File: config.mk
export PLATFORM = sky130hd
export DESIGN_NAME = mc_control_flat
export DESIGN_NICKNAME = d
export VERILOG_FILES = /design/src/rtl/mc_control_pkg.sv /design/src/rtl/mc_control_if.sv /design/src/rtl/mc_control_op_class.sv /design/src/rtl/mc_control.sv /design/src/flat_wrapper.sv
export SDC_FILE = /design/constraint.sdc
export NUM_CORES = 1
export LEC_CHECK = 0
export ABC_AREA = 1
export CORE_MARGIN = 3
export CORE_UTILIZATION = 40
export CTS_BUF_LIST = sky130_fd_sc_hd__clkbuf_8
export DETAILED_ROUTE_END_ITERATION = 8
export GPL_TIMING_DRIVEN = 1
export PLACE_DENSITY_LB_ADDON = 0.05
export SYNTH_ARGS = -nofsm -noshare
export SYNTH_HDL_FRONTEND = slang
export SYNTH_HIERARCHICAL = 1
export SYNTH_SLANG_ARGS = --single-unit
File: constraint.sdc
create_clock -name i_clk -period 1.8 [get_ports i_clk]
set_input_delay 0.18 -clock i_clk [delete_from_list [all_inputs] [get_ports i_clk]]
set_output_delay 0.18 -clock i_clk [all_outputs]
set_load 0.01 [all_outputs]
File: src/rtl/mc_control_pkg.sv
// mc_control_pkg: state codes, opcodes, datapath select encodings and per-state control decode
package mc_control_pkg;

  typedef enum logic [3:0] {
    FETCH  = 4'd0,
    DECODE = 4'd1,
    MEMADR = 4'd2,
    MEMRD  = 4'd3,
    MEMWB  = 4'd4,
    MEMWR  = 4'd5,
    REX    = 4'd6,
    RWB    = 4'd7,
    BREX   = 4'd8,
    IMMEX  = 4'd9,
    IMMWB  = 4'd10,
    JEX    = 4'd11
  } state_t;

  localparam logic [5:0] OP_RTYPE = 6'b000000;
  localparam logic [5:0] OP_J     = 6'b000010;
  localparam logic [5:0] OP_BEQ   = 6'b000100;
  localparam logic [5:0] OP_BNE   = 6'b000101;
  localparam logic [5:0] OP_ADDI  = 6'b001000;
  localparam logic [5:0] OP_ADDIU = 6'b001001;
  localparam logic [5:0] OP_SLTI  = 6'b001010;
  localparam logic [5:0] OP_ANDI  = 6'b001100;
  localparam logic [5:0] OP_ORI   = 6'b001101;
  localparam logic [5:0] OP_LW    = 6'b100011;
  localparam logic [5:0] OP_SW    = 6'b101011;

  localparam logic [1:0] SRCB_REG   = 2'b00;
  localparam logic [1:0] SRCB_FOUR  = 2'b01;
  localparam logic [1:0] SRCB_IMM   = 2'b10;
  localparam logic [1:0] SRCB_IMMSH = 2'b11;

  localparam logic [1:0] ALU_ADD   = 2'b00;
  localparam logic [1:0] ALU_SUB   = 2'b01;
  localparam logic [1:0] ALU_FUNCT = 2'b10;
  localparam logic [1:0] ALU_OPC   = 2'b11;

  localparam logic [1:0] PC_ALU    = 2'b00;
  localparam logic [1:0] PC_ALUOUT = 2'b01;
  localparam logic [1:0] PC_JUMP   = 2'b10;

  // Moore controls owned by a state; fetch and brEx are later qualified by memReady / opcode
  typedef struct packed {
    logic       fetch;
    logic       brEx;
    logic       pcWrite;
    logic       memRead;
    logic       memWrite;
    logic       iorD;
    logic       regWrite;
    logic       memToReg;
    logic       regDst;
    logic       aluSrcA;
    logic [1:0] aluSrcB;
    logic [1:0] aluOp;
    logic [1:0] pcSrc;
  } ctrl_t;

  function automatic ctrl_t ctrlOf(input state_t s);
    ctrl_t c;
    c = '0;
    case (s)
      FETCH: begin
        c.fetch   = 1'b1;
        c.memRead = 1'b1;
        c.aluSrcB = SRCB_FOUR;
      end
      DECODE: c.aluSrcB = SRCB_IMMSH;
      MEMADR: begin
        c.aluSrcA = 1'b1;
        c.aluSrcB = SRCB_IMM;
      end
      MEMRD: begin
        c.memRead = 1'b1;
        c.iorD    = 1'b1;
      end
      MEMWB: begin
        c.regWrite = 1'b1;
        c.memToReg = 1'b1;
      end
      MEMWR: begin
        c.memWrite = 1'b1;
        c.iorD     = 1'b1;
      end
      REX: begin
        c.aluSrcA = 1'b1;
        c.aluOp   = ALU_FUNCT;
      end
      RWB: begin
        c.regWrite = 1'b1;
        c.regDst   = 1'b1;
      end
      BREX: begin
        c.brEx    = 1'b1;
        c.aluSrcA = 1'b1;
        c.aluOp   = ALU_SUB;
        c.pcSrc   = PC_ALUOUT;
      end
      IMMEX: begin
        c.aluSrcA = 1'b1;
        c.aluSrcB = SRCB_IMM;
        c.aluOp   = ALU_OPC;
      end
      IMMWB: c.regWrite = 1'b1;
      JEX: begin
        c.pcWrite = 1'b1;
        c.pcSrc   = PC_JUMP;
      end
      default: c = '0;
    endcase
    return c;
  endfunction

endpackage

File: src/rtl/mc_control_if.sv
// mc_control_if: memory handshake between the controller and the memory port
interface mc_control_if;
  logic i_memReady;
  logic o_memRead;
  logic o_memWrite;
  logic o_iorD;
  modport master (input i_memReady, output o_memRead, o_memWrite, o_iorD);
  modport slave (output i_memReady, input o_memRead, o_memWrite, o_iorD);
endinterface

File: src/rtl/mc_control_op_class.sv
// mc_op_class: combinational opcode classification for the decode state
module mc_op_class
  import mc_control_pkg::*;
#(
  parameter int EN_BNE = 1
) (
  input  logic [5:0] instrCode,
  output logic       is_mem,
  output logic       is_r,
  output logic       is_br,
  output logic       is_j,
  output logic       is_imm,
  output logic       is_illegal
);
  assign is_mem     = instrCode inside {OP_LW, OP_SW};
  assign is_r       = instrCode == OP_RTYPE;
  assign is_br      = instrCode == OP_BEQ || (EN_BNE != 0 && instrCode == OP_BNE);
  assign is_j       = instrCode == OP_J;
  assign is_imm     = instrCode inside {OP_ADDI, OP_ADDIU, OP_ANDI, OP_ORI, OP_SLTI};
  assign is_illegal = !(is_mem || is_r || is_br || is_j || is_imm);
endmodule

File: src/rtl/mc_control.sv
// mc_control: multi-cycle processor control FSM with retired-instruction counter
module mc_control
  import mc_control_pkg::*;
#(
  parameter int CNT_W  = 32,
  parameter int EN_BNE = 1
) (
  input  logic             i_clk,
  input  logic             i_rst_n,
  input  logic [5:0]       i_instrCode,
  mc_control_if.master     mem,
  output logic             o_pcWrite,
  output logic             o_branch,
  output logic             o_branchNe,
  output logic             o_irWrite,
  output logic             o_memToReg,
  output logic             o_regDst,
  output logic             o_regWrite,
  output logic             o_aluSrcA,
  output logic             o_extOp,
  output logic             o_illegal,
  output logic [1:0]       o_aluSrcB,
  output logic [1:0]       o_aluOp,
  output logic [1:0]       o_pcSrc,
  output logic [3:0]       o_state,
  output logic [CNT_W-1:0] o_instrCount
);
  state_t state, nextState;
  ctrl_t  ctrl;
  logic   isMem, isR, isBr, isJ, isImm, isIllegal;
  logic   retire;
  logic   memReady;

  assign memReady = mem.i_memReady;

  mc_op_class #(.EN_BNE(EN_BNE)) u_opClass (
    .instrCode  (i_instrCode),
    .is_mem     (isMem),
    .is_r       (isR),
    .is_br      (isBr),
    .is_j       (isJ),
    .is_imm     (isImm),
    .is_illegal (isIllegal)
  );

  // next-state selection; undefined codes and illegal opcodes fall back to FETCH
  always_comb begin
    nextState = FETCH;
    case (state)
      FETCH:   nextState = memReady ? DECODE : FETCH;
      DECODE:  nextState = isMem ? MEMADR : isR ? REX : isBr ? BREX : isJ ? JEX : isImm ? IMMEX : FETCH;
      MEMADR:  nextState = (i_instrCode == OP_SW) ? MEMWR : MEMRD;
      MEMRD:   nextState = memReady ? MEMWB : MEMRD;
      MEMWR:   nextState = memReady ? FETCH : MEMWR;
      REX:     nextState = RWB;
      IMMEX:   nextState = IMMWB;
      default: nextState = FETCH;
    endcase
  end

  // an instruction retires on the final-state return to FETCH; illegal returns come from DECODE and never count
  assign retire = state inside {MEMWB, RWB, BREX, JEX, IMMWB} || (state == MEMWR && memReady);

  // state, registered per-state controls and the retired-instruction counter
  always_ff @(posedge i_clk) begin
    if (!i_rst_n) begin
      state        <= FETCH;
      ctrl         <= ctrlOf(FETCH);
      o_instrCount <= '0;
    end else begin
      state <= nextState;
      ctrl  <= ctrlOf(nextState);
      if (retire) o_instrCount <= o_instrCount + CNT_W'(1);
    end
  end

  assign o_state        = state;
  assign o_pcWrite      = i_rst_n && (ctrl.pcWrite || (ctrl.fetch && memReady));
  assign o_irWrite      = i_rst_n && ctrl.fetch && memReady;
  assign mem.o_memRead  = i_rst_n && ctrl.memRead;
  assign mem.o_memWrite = i_rst_n && ctrl.memWrite;
  assign mem.o_iorD     = ctrl.iorD;
  assign o_regWrite     = i_rst_n && ctrl.regWrite;
  assign o_branch       = i_rst_n && ctrl.brEx && i_instrCode == OP_BEQ;
  assign o_branchNe     = i_rst_n && ctrl.brEx && i_instrCode == OP_BNE;
  assign o_illegal      = i_rst_n && state == DECODE && isIllegal;
  assign o_memToReg     = ctrl.memToReg;
  assign o_regDst       = ctrl.regDst;
  assign o_aluSrcA      = ctrl.aluSrcA;
  assign o_aluSrcB      = ctrl.aluSrcB;
  assign o_aluOp        = ctrl.aluOp;
  assign o_pcSrc        = ctrl.pcSrc;
  assign o_extOp        = !(i_instrCode inside {OP_ANDI, OP_ORI});
endmodule

File: src/flat_wrapper.sv
// flat-port wrapper written by rule: the top's interface ports become plain ports
module mc_control_flat import mc_control_pkg::*;
#(
  parameter int CNT_W  = 32,
  parameter int EN_BNE = 1
)
  (i_clk, i_rst_n, i_instrCode, o_pcWrite, o_branch, o_branchNe, o_irWrite, o_memToReg, o_regDst, o_regWrite, o_aluSrcA, o_extOp, o_illegal, o_aluSrcB, o_aluOp, o_pcSrc, o_state, o_instrCount, mem_i_memReady, mem_o_memRead, mem_o_memWrite, mem_o_iorD);
  mc_control_if mem_i ();
  input  logic i_clk;
  input  logic i_rst_n;
  input  logic [5:0] i_instrCode;
  output logic o_pcWrite;
  output logic o_branch;
  output logic o_branchNe;
  output logic o_irWrite;
  output logic o_memToReg;
  output logic o_regDst;
  output logic o_regWrite;
  output logic o_aluSrcA;
  output logic o_extOp;
  output logic o_illegal;
  output logic [1:0] o_aluSrcB;
  output logic [1:0] o_aluOp;
  output logic [1:0] o_pcSrc;
  output logic [3:0] o_state;
  output logic [CNT_W-1:0] o_instrCount;
  input wire logic [$bits(mem_i.i_memReady)-1:0] mem_i_memReady;
  output wire logic [$bits(mem_i.o_memRead)-1:0] mem_o_memRead;
  output wire logic [$bits(mem_i.o_memWrite)-1:0] mem_o_memWrite;
  output wire logic [$bits(mem_i.o_iorD)-1:0] mem_o_iorD;
  assign mem_i.i_memReady = mem_i_memReady;
  assign mem_o_memRead = mem_i.o_memRead;
  assign mem_o_memWrite = mem_i.o_memWrite;
  assign mem_o_iorD = mem_i.o_iorD;
  mc_control #(.CNT_W(CNT_W), .EN_BNE(EN_BNE)) u_core (.i_clk(i_clk), .i_rst_n(i_rst_n), .i_instrCode(i_instrCode), .mem(mem_i), .o_pcWrite(o_pcWrite), .o_branch(o_branch), .o_branchNe(o_branchNe), .o_irWrite(o_irWrite), .o_memToReg(o_memToReg), .o_regDst(o_regDst), .o_regWrite(o_regWrite), .o_aluSrcA(o_aluSrcA), .o_extOp(o_extOp), .o_illegal(o_illegal), .o_aluSrcB(o_aluSrcB), .o_aluOp(o_aluOp), .o_pcSrc(o_pcSrc), .o_state(o_state), .o_instrCount(o_instrCount));
endmodule
# Word level (Yosys, flattened, before mapping)
# Index checks and enable logic that the tools add are counted.
# classes
n_addsub	1
eq_ne	32
n_mux	23
n_reduce_logical	34
# op_table
op	n
adder 32 x 1 -> 32 bit, second input constant	1
== test 4 x 3 -> 1 bit, second input constant	8
== test 4 bit, second input constant	8
== test 6 x 4 -> 1 bit, second input constant	5
one-hot mux 4 bit (7 select lines)	1
two-way mux 4 bit	5
== test 4 x 2 -> 1 bit, second input constant	4
logical AND 1 bit	13
== test 6 x 3 -> 1 bit, second input constant	2
== test 6 bit, second input constant	2
one-hot mux 2 bit (3 select lines)	2
two-way mux 1 bit	11
nonzero test 5 bit	2
two-way mux 3 bit	3
== test 4 x 1 -> 1 bit, second input constant	2
logical NOT 4 bit	2
logical OR 1 bit	7
== test 6 x 2 -> 1 bit, second input constant	1
logical NOT 6 bit	1
OR reduction 2 bit	3
one-hot mux 2 bit (2 select lines)	1
nonzero test 2 bit	2
OR reduction 4 bit	1
OR reduction 3 bit	1
logical NOT 1 bit	2
# totals
ff_bits	52
input_bits	9
out_inout_bits	55

# Longest topological paths before layout
# Gate-level depths: netlist (run 1).
# logic_depth
depth_word	11
mapped_depth	15
ltp_nobuf	15

# Hierarchy
# Netlist (run 1), hierarchy kept.
# modules_own_cells
mod	n_inst	cells_per_inst	area_each_um2	seq_area_each_um2
mc_control	1	471	3017.9	1021.0
mc_op_class	1	23	110.1	0.0

# Worst setup path before layout (run 1)
# Ideal clock, no wire load.
# synth_path
path_type	register to register
start	register u_core.o_instrCount[0]
end	register u_core.o_instrCount[16]
setup_ns	0.123
t_arrival_ns	1.464
t_required_ns	1.677
slack_ns	0.213
path_stages_with_launch	9
n_path_buf	0
synth_period_minus_slack_ns	1.587
cell_sequence	dfxtp_1 -> ha_1 -> inv_1 -> nor2_2 -> inv_1 -> nor3_4 -> nand3_1 -> o21ai_0 -> a21oi_1
# synth_between
elab_chain_len	1
# synth_lines
element	line_no	source
start: declaration	mc_control.sv:26	output logic [CNT_W-1:0] o_instrCount
start signal: assignment	mc_control.sv:73	if (retire) o_instrCount <= o_instrCount + CNT_W'(1);
adder 32 x 1 -> 32 bit	mc_control.sv:73	
# Every way passes these cells.
# A chain may end at the register's enable or synchronous reset.

# Worst setup path in the final report (run 1)
# layout_path
start	input i_rst_n
end	output o_regWrite
# layout_between
elab_chain_len	1
# layout_lines
element	line_no	source
start: declaration	flat_wrapper.sv:10	input logic i_rst_n;
logical AND 1 bit	mc_control.sv:83	assign o_regWrite = i_rst_n && ctrl.regWrite;
end: declaration	flat_wrapper.sv:18	output logic o_regWrite;
# Every way passes these cells.

==> results of run 1 <==
[critical path: stages]
cell and delay, ps:
clkdlybuf4s50_1 510, buf_6 170, nand2_1 60, inv_1 50, clkdlybuf4s50_1 530
[cell type report]
cell class / instances / area, um^2
timing repair buffer: 84 / 807
tap: 99 / 124
clock buffer: 5 / 68.8
clock inverter: 3 / 28.8
sequential: 51 / 1020
fill: 759 / 3350
inverter: 55 / 206
multi-input combinational: 371 / 1800
[stage by stage]
| step | utilization [%] | instance area, um^2 | hold slack (ps) |
|---|---|---|---|
| 6_report | 54.8 | 4060 | 496 |
| 5_1_grt | 54.8 | 4060 | 541 |
| 4_1_cts | 54.1 | 4010 | 500 |
| 3_5_place_dp | 52.8 | 3920 | 483 |
| 3_3_place_gp | 52.8 | 3920 | 474 |
| 2_1_floorplan | - | 3130 | 362 |
[sequential cells by signal, summed over array words and instances (netlist names)]
signal	flops
u_core/o_regDst	1
u_core/o_instrCount	32
u_core/o_aluOp	2
u_core/mem.o_iorD	1
u_core/ctrl	6
u_core/o_pcSrc	1
u_core/o_state	4
u_core/o_aluSrcA	1
u_core/o_aluSrcB	2
u_core/o_memToReg	1
[metal layers]
| metal | part of all wire, % | GRT usage (%) | up-vias |
|---|---|---|---|
| li1 | - | - | 1695 |
| met1 | 44 | 23.5 | 1519 |
| met2 | 51 | 35.8 | 72 |
| met3 | 3.4 | 3.35 | 14 |
| met4 | 1.8 | 6.74 | 0 |
| met5 | 0 | 0 | - |
[worst paths after layout]
path / from / endpoint / slack [ps] / cells after the start
max: i_rst_n / o_regWrite / 110 / 5
min: u_core/o_instrCount[6] / u_core/o_instrCount[6] / 500 / 2
max reg2reg: u_core/o_state[2] / u_core/o_instrCount[16] / 180 / 8
min reg2reg: u_core/o_instrCount[6] / u_core/o_instrCount[6] / 500 / 2
[power groups by stage]
stage,clock [uW],sequential [uW],combinational (uW)
2_1_floorplan,0,1180,109
3_3_place_gp,0,1170,195
3_5_place_dp,0,1170,196
4_1_cts,764,1150,194
5_1_grt,800,1150,223
6_report,738,1150,200
[synth_stat cells, types with 6 or more instances]
master    instances
o21ai_0           6
nand4_1           8
dfxtp_1          51
nand2_1         160
nor2_1           78
buf_4             7
nand3b_1          6
nor3_1            9
nor2_4            8
inv_2             6
a21oi_1          30
nor2_2            6
inv_1            49
nand3_1          26
[logic make-up (layout without fill, tap and decap cells)]
group                    count (synthesis)  in the layout  share of synthesized area, %
buffers and inverters                   72            147                          10.8
flip-flops                              51             51                          32.6
XOR/XNOR                                 5              5                          1.40
AO/OA/AOI/OAI                           45             45                          7.80
AND/OR/NAND/NOR                        320            320                          47.0
adder cells (fa/ha/maj)                  1              1                         0.400
[what timing repair did]
item / 4_1_cts / 5_1_grt
setup buffers: 0 / 1
resized for setup: 7 / 15
hold endpoints to repair: 0 / 0
setup endpoints to repair: 3 / 17
cloned: 0 / 0
pin swaps: 0 / 4
==> results_dict.tcl, run 1 <==
set metrics [dict create \
    hp-class "flop to flop" \
    num_rows 31 \
    antenna_cells 0 \
    hold_viol 0 \
    core_area_mm2 0.00741 \
    syn_nets 504 \
    worst_pin_slew_ps 320 \
    status "completed" \
    synth.avg_cell_area_um2 6.33 \
    cp_data_required_time_ps 1620 \
    criticalPathCategory "input pin to primary output" \
    syn_area_mm2 0.00313 \
    io_pins 64 \
    fin_tns_setup_ps 0 \
    cts_hold_buffers 0 \
    pwr-share-clk_pct 35.4 \
    cts.htree.levels 2 \
    wire_per_inst_um 12.5 \
    wl_mm 8.32 \
    num_vias 3300 \
    setup_ws_ps 112 \
    pre_cts_slack_ps -268 \
    drt-initial-drc-count 123 \
    switchingPower_uw 572 \
    yosysTopAreaCell "dfxtp_1" \
    die_y_um 94.4 \
    synthCells 494 \
    synth_edf_count 0 \
    max_slew_margin_pct 78.5 \
    portBuffers 63 \
    grt_max_degree 28 \
    async_flop_share_pct 0 \
    crit_path_max_fanout 11 \
    fin_crit_sh_pct 93.8 \
    p_int_uw 1520 \
    hpwl_mm 6.36 \
    dp_cells 659 \
    synth_top_area_share_pct 32.6 \
    setup_violations 0 \
    drv_slew 0 \
    stdcell_count 668 \
    crit_path_end_kind "primary output" \
    cts.reportedPaths.clkPinSlew_ps 110 \
    final_common_cell "nand2_1" \
    gp_congestion 0.894 \
    ys_seq_area_share_pct 32.6 \
    cts_root_buffer "clkbuf_8" \
    die_area_mm2 0.00892 \
    ant_nets 0 \
    fin_worst_skew_ps 6.53 \
    synthTopCellsByArea "dfxtp_1 33%, nand2_1 19%, nor2_1 9.4%" \
    p_total_uw 2090 \
    power_switching_share_pct 27.4 \
    ys_ff_latch 51 \
    p_per_area_mw_per_mm2 514 \
    total_leakage_power_uw 0.00164 \
    start_util_pct 42.2 \
    grt_pass1_wl_mm 14.2 \
    grt_pass1_vias 3094 \
    overflow 0 \
    pwr-share-comb_pct 9.6 \
    grt_usage_pct 19.8 \
    layout_common_cells "160 x nand2_1, 71 x nor2_1, 53 x clkdlybuf4s50_1" \
    clk_latency_ps 320 \
    drc_errors 0 \
    antenna_found_initial 0 \
    cts-buffers-inserted 5 \
    drive_gt1_share_pct 13.4 \
    start_kind "input pin" \
    clkSinkCount 51 \
    seqPwrFrac_pct 55.1 \
    layout.nets 578 \
    cts_buffer_depth 2 \
    ys.flop_type "dfxtp_1" \
    synth.distinct_cells 36 \
    viasPerCell 4.94 \
    maxCapViolCount 0 \
    rsz0062_at_grt "no" \
    worstPathArrival_ps 1510 \
    fin_crit_ps 1690 \
    yosysWarnings 6 \
    ir_drop_mv 0.278 \
    first_pass_iters 4 \
    syn2layout_area_growth_pct 29.8 \
    fmax_mhz 592 \
    cts_tree "built" \
    die_x_um 94.4 \
]
(Power assumes the default switching activity.)
==> run 2, diff against run 1 <==
--- a/config.mk
+++ b/config.mk
@@ -7,7 +7,7 @@
 export LEC_CHECK = 0
 export ABC_AREA = 1
 export CORE_MARGIN = 3
-export CORE_UTILIZATION = 40
+export CORE_UTILIZATION = 46
 export CTS_BUF_LIST = sky130_fd_sc_hd__clkbuf_8
 export DETAILED_ROUTE_END_ITERATION = 8
 export GPL_TIMING_DRIVEN = 1
==> run 2 against run 1 <==
  * Worst hold slack lost 79 ps
  * Routed wire length grew 1.5%
  * Combinational power is essentially flat
  * Cell count shrank 2.8%
  * Critical path type unchanged
  * Largest power group unchanged
==> results_dict.tcl, run 2 (synthesis gave the netlist of run 1 again) <==
set metrics [dict create \
    status "completed" \
    cts.htree.levels 2 \
    core_area_mm2 0.00646 \
    crit_path_end_kind "primary output" \
    first_pass_iters 4 \
    pwr-share-clk_pct 34.8 \
    cp_data_required_time_ps 1620 \
    total_leakage_power_uw 0.00163 \
    setup_violations 0 \
    wl_mm 8.44 \
    worstPathArrival_ps 1480 \
    die_area_mm2 0.00783 \
    drv_slew 0 \
    cts-buffers-inserted 5 \
    min-delay-start "i_rst_n" \
    crit_start "mem_i_memReady" \
    num_rows 29 \
    cts.reportedPaths.clkPinSlew_ps 100 \
    fin_crit_sh_pct 92.4 \
    p_per_area_mw_per_mm2 513 \
    portBuffers 63 \
    drive_gt1_share_pct 13.5 \
    start_kind "input pin" \
    wire_per_inst_um 13.0 \
    cts_buffer_depth 2 \
    dpl-instance-area_mm2 0.00392 \
    crit_path_max_fanout 5 \
    criticalPathCategory "input pin to primary output" \
    grt_max_degree 23 \
    drc_errors 0 \
    p_int_uw 1520 \
    seqPwrFrac_pct 55.5 \
    layout_common_cells "160 x nand2_1, 77 x nor2_1, 53 x clkdlybuf4s50_1" \
    r2r_start "u_core/o_instrCount[1]" \
    antenna_cells 0 \
    max_slew_margin_pct 76.7 \
    grt_pass1_wl_mm 14.0 \
    drt-initial-drc-count 123 \
    viasPerCell 5.16 \
    setup_ws_ps 137 \
    grt_usage_pct 22.5 \
    rsz0062_at_grt "no" \
    fin_crit_ps 1660 \
    pre_cts_slack_ps -220 \
    syn2layout_area_growth_pct 29.3 \
    io_pins 64 \
    layout.nets 581 \
    gp_congestion 0.895 \
    hpwl_mm 6.55 \
    worst_pin_slew_ps 347 \
    overflow 0 \
    clkSinkCount 51 \
    hp-class "input pin to flop" \
    fmax_mhz 601 \
    num_vias 3350 \
    power_switching_share_pct 26.8 \
    final_common_cell "nand2_1" \
    largest_register_ffs 32 \
    grt_pass1_vias 3155 \
    clk_latency_ps 310 \
    largest_register "u_core/o_instrCount" \
    ant_nets 0 \
    switchingPower_uw 556 \
    start_util_pct 48.4 \
    die_x_um 88.5 \
    ir_drop_mv 0.473 \
    fin_worst_skew_ps 7.92 \
    cts_tree "built" \
    die_y_um 88.5 \
    antenna_found_initial 0 \
    maxCapViolCount 0 \
    hold_viol 0 \
    cts_root_buffer "clkbuf_8" \
    pwr-share-comb_pct 9.8 \
    p_total_uw 2070 \
    fillers 637 \
    final_design_area_no_fill_mm2 0.00404 \
]
## run 2: final cells by class
cell class                 instances  area (um^2)  area share [%]
clock inverter                     3         28.8           0.712
tap                               77         96.3            2.38
sequential                        51         1030            25.4
multi-input combinational        371         1790            44.2
timing repair buffer              87          831            20.5
inverter                          55          206            5.11
clock buffer                       5         68.8            1.70
## run 2: through the flow
step	TNS [ps]	utilization [%]	instances	hold slack (ps)
finish	0	62.6	649	417
global route	0	62.6	649	459
CTS	0	62.2	648	415
detailed placement	-2530	60.7	640	482
global placement	-1390	60.7	640	472
floorplan	0	-	494	362
## run 2: worst max-delay path, cell delays in order
cell	delay (ps)
clkdlybuf4s50_1	580
nand2_1	90
nor2_1	90
clkdlybuf4s50_1	540
## run 2: power by group through the flow
stage          Sequential, uW  Clock (uW)  Combinational [uW]
2_1_floorplan            1180           0                 109
6_report                 1150         721                 203
4_1_cts                  1150         746                 204
3_5_place_dp             1180           0                 208
5_1_grt                  1150         787                 226
3_3_place_gp             1180           0                 206
## run 2: path summary, 6_finish.rpt
check                           slack, ps                      end  cells after the start
worst max-delay path                  140                o_irWrite                      4
worst min-delay path                  420          u_core/ctrl[15]                      3
worst max register to register        150  u_core/o_instrCount[16]                      8
worst min register to register        460   u_core/o_instrCount[0]                      1
## run 2: repair_timing
| item | in CTS | in global routing |
|---|---|---|
| buffers inserted | 0 | 1 |
| hold buffers | 0 | 0 |
| resized for setup | 12 | 8 |
| pin swaps | 0 | 1 |
| setup endpoints to repair | 4 | 19 |
## run 2: metal layers
layer | up-vias | global-route usage (%) | wire length, um
met5 | - | 0 | 0
met4 | 0 | 9.48 | 229
met3 | 20 | 4.00 | 343
met2 | 68 | 40.3 | 4300
met1 | 1549 | 26.3 | 3570
li1 | 1713 | - | -
==> run 3, diff against run 2 <==
--- a/config.mk
+++ b/config.mk
@@ -6,6 +6,7 @@
 export NUM_CORES = 1
 export LEC_CHECK = 0
 export ABC_AREA = 1
+export CAP_MARGIN = 10
 export CORE_MARGIN = 3
 export CORE_UTILIZATION = 46
 export CTS_BUF_LIST = sky130_fd_sc_hd__clkbuf_8
==> results of run 3 <==
Final layout, timing and power as in run 2 (identical DEF).
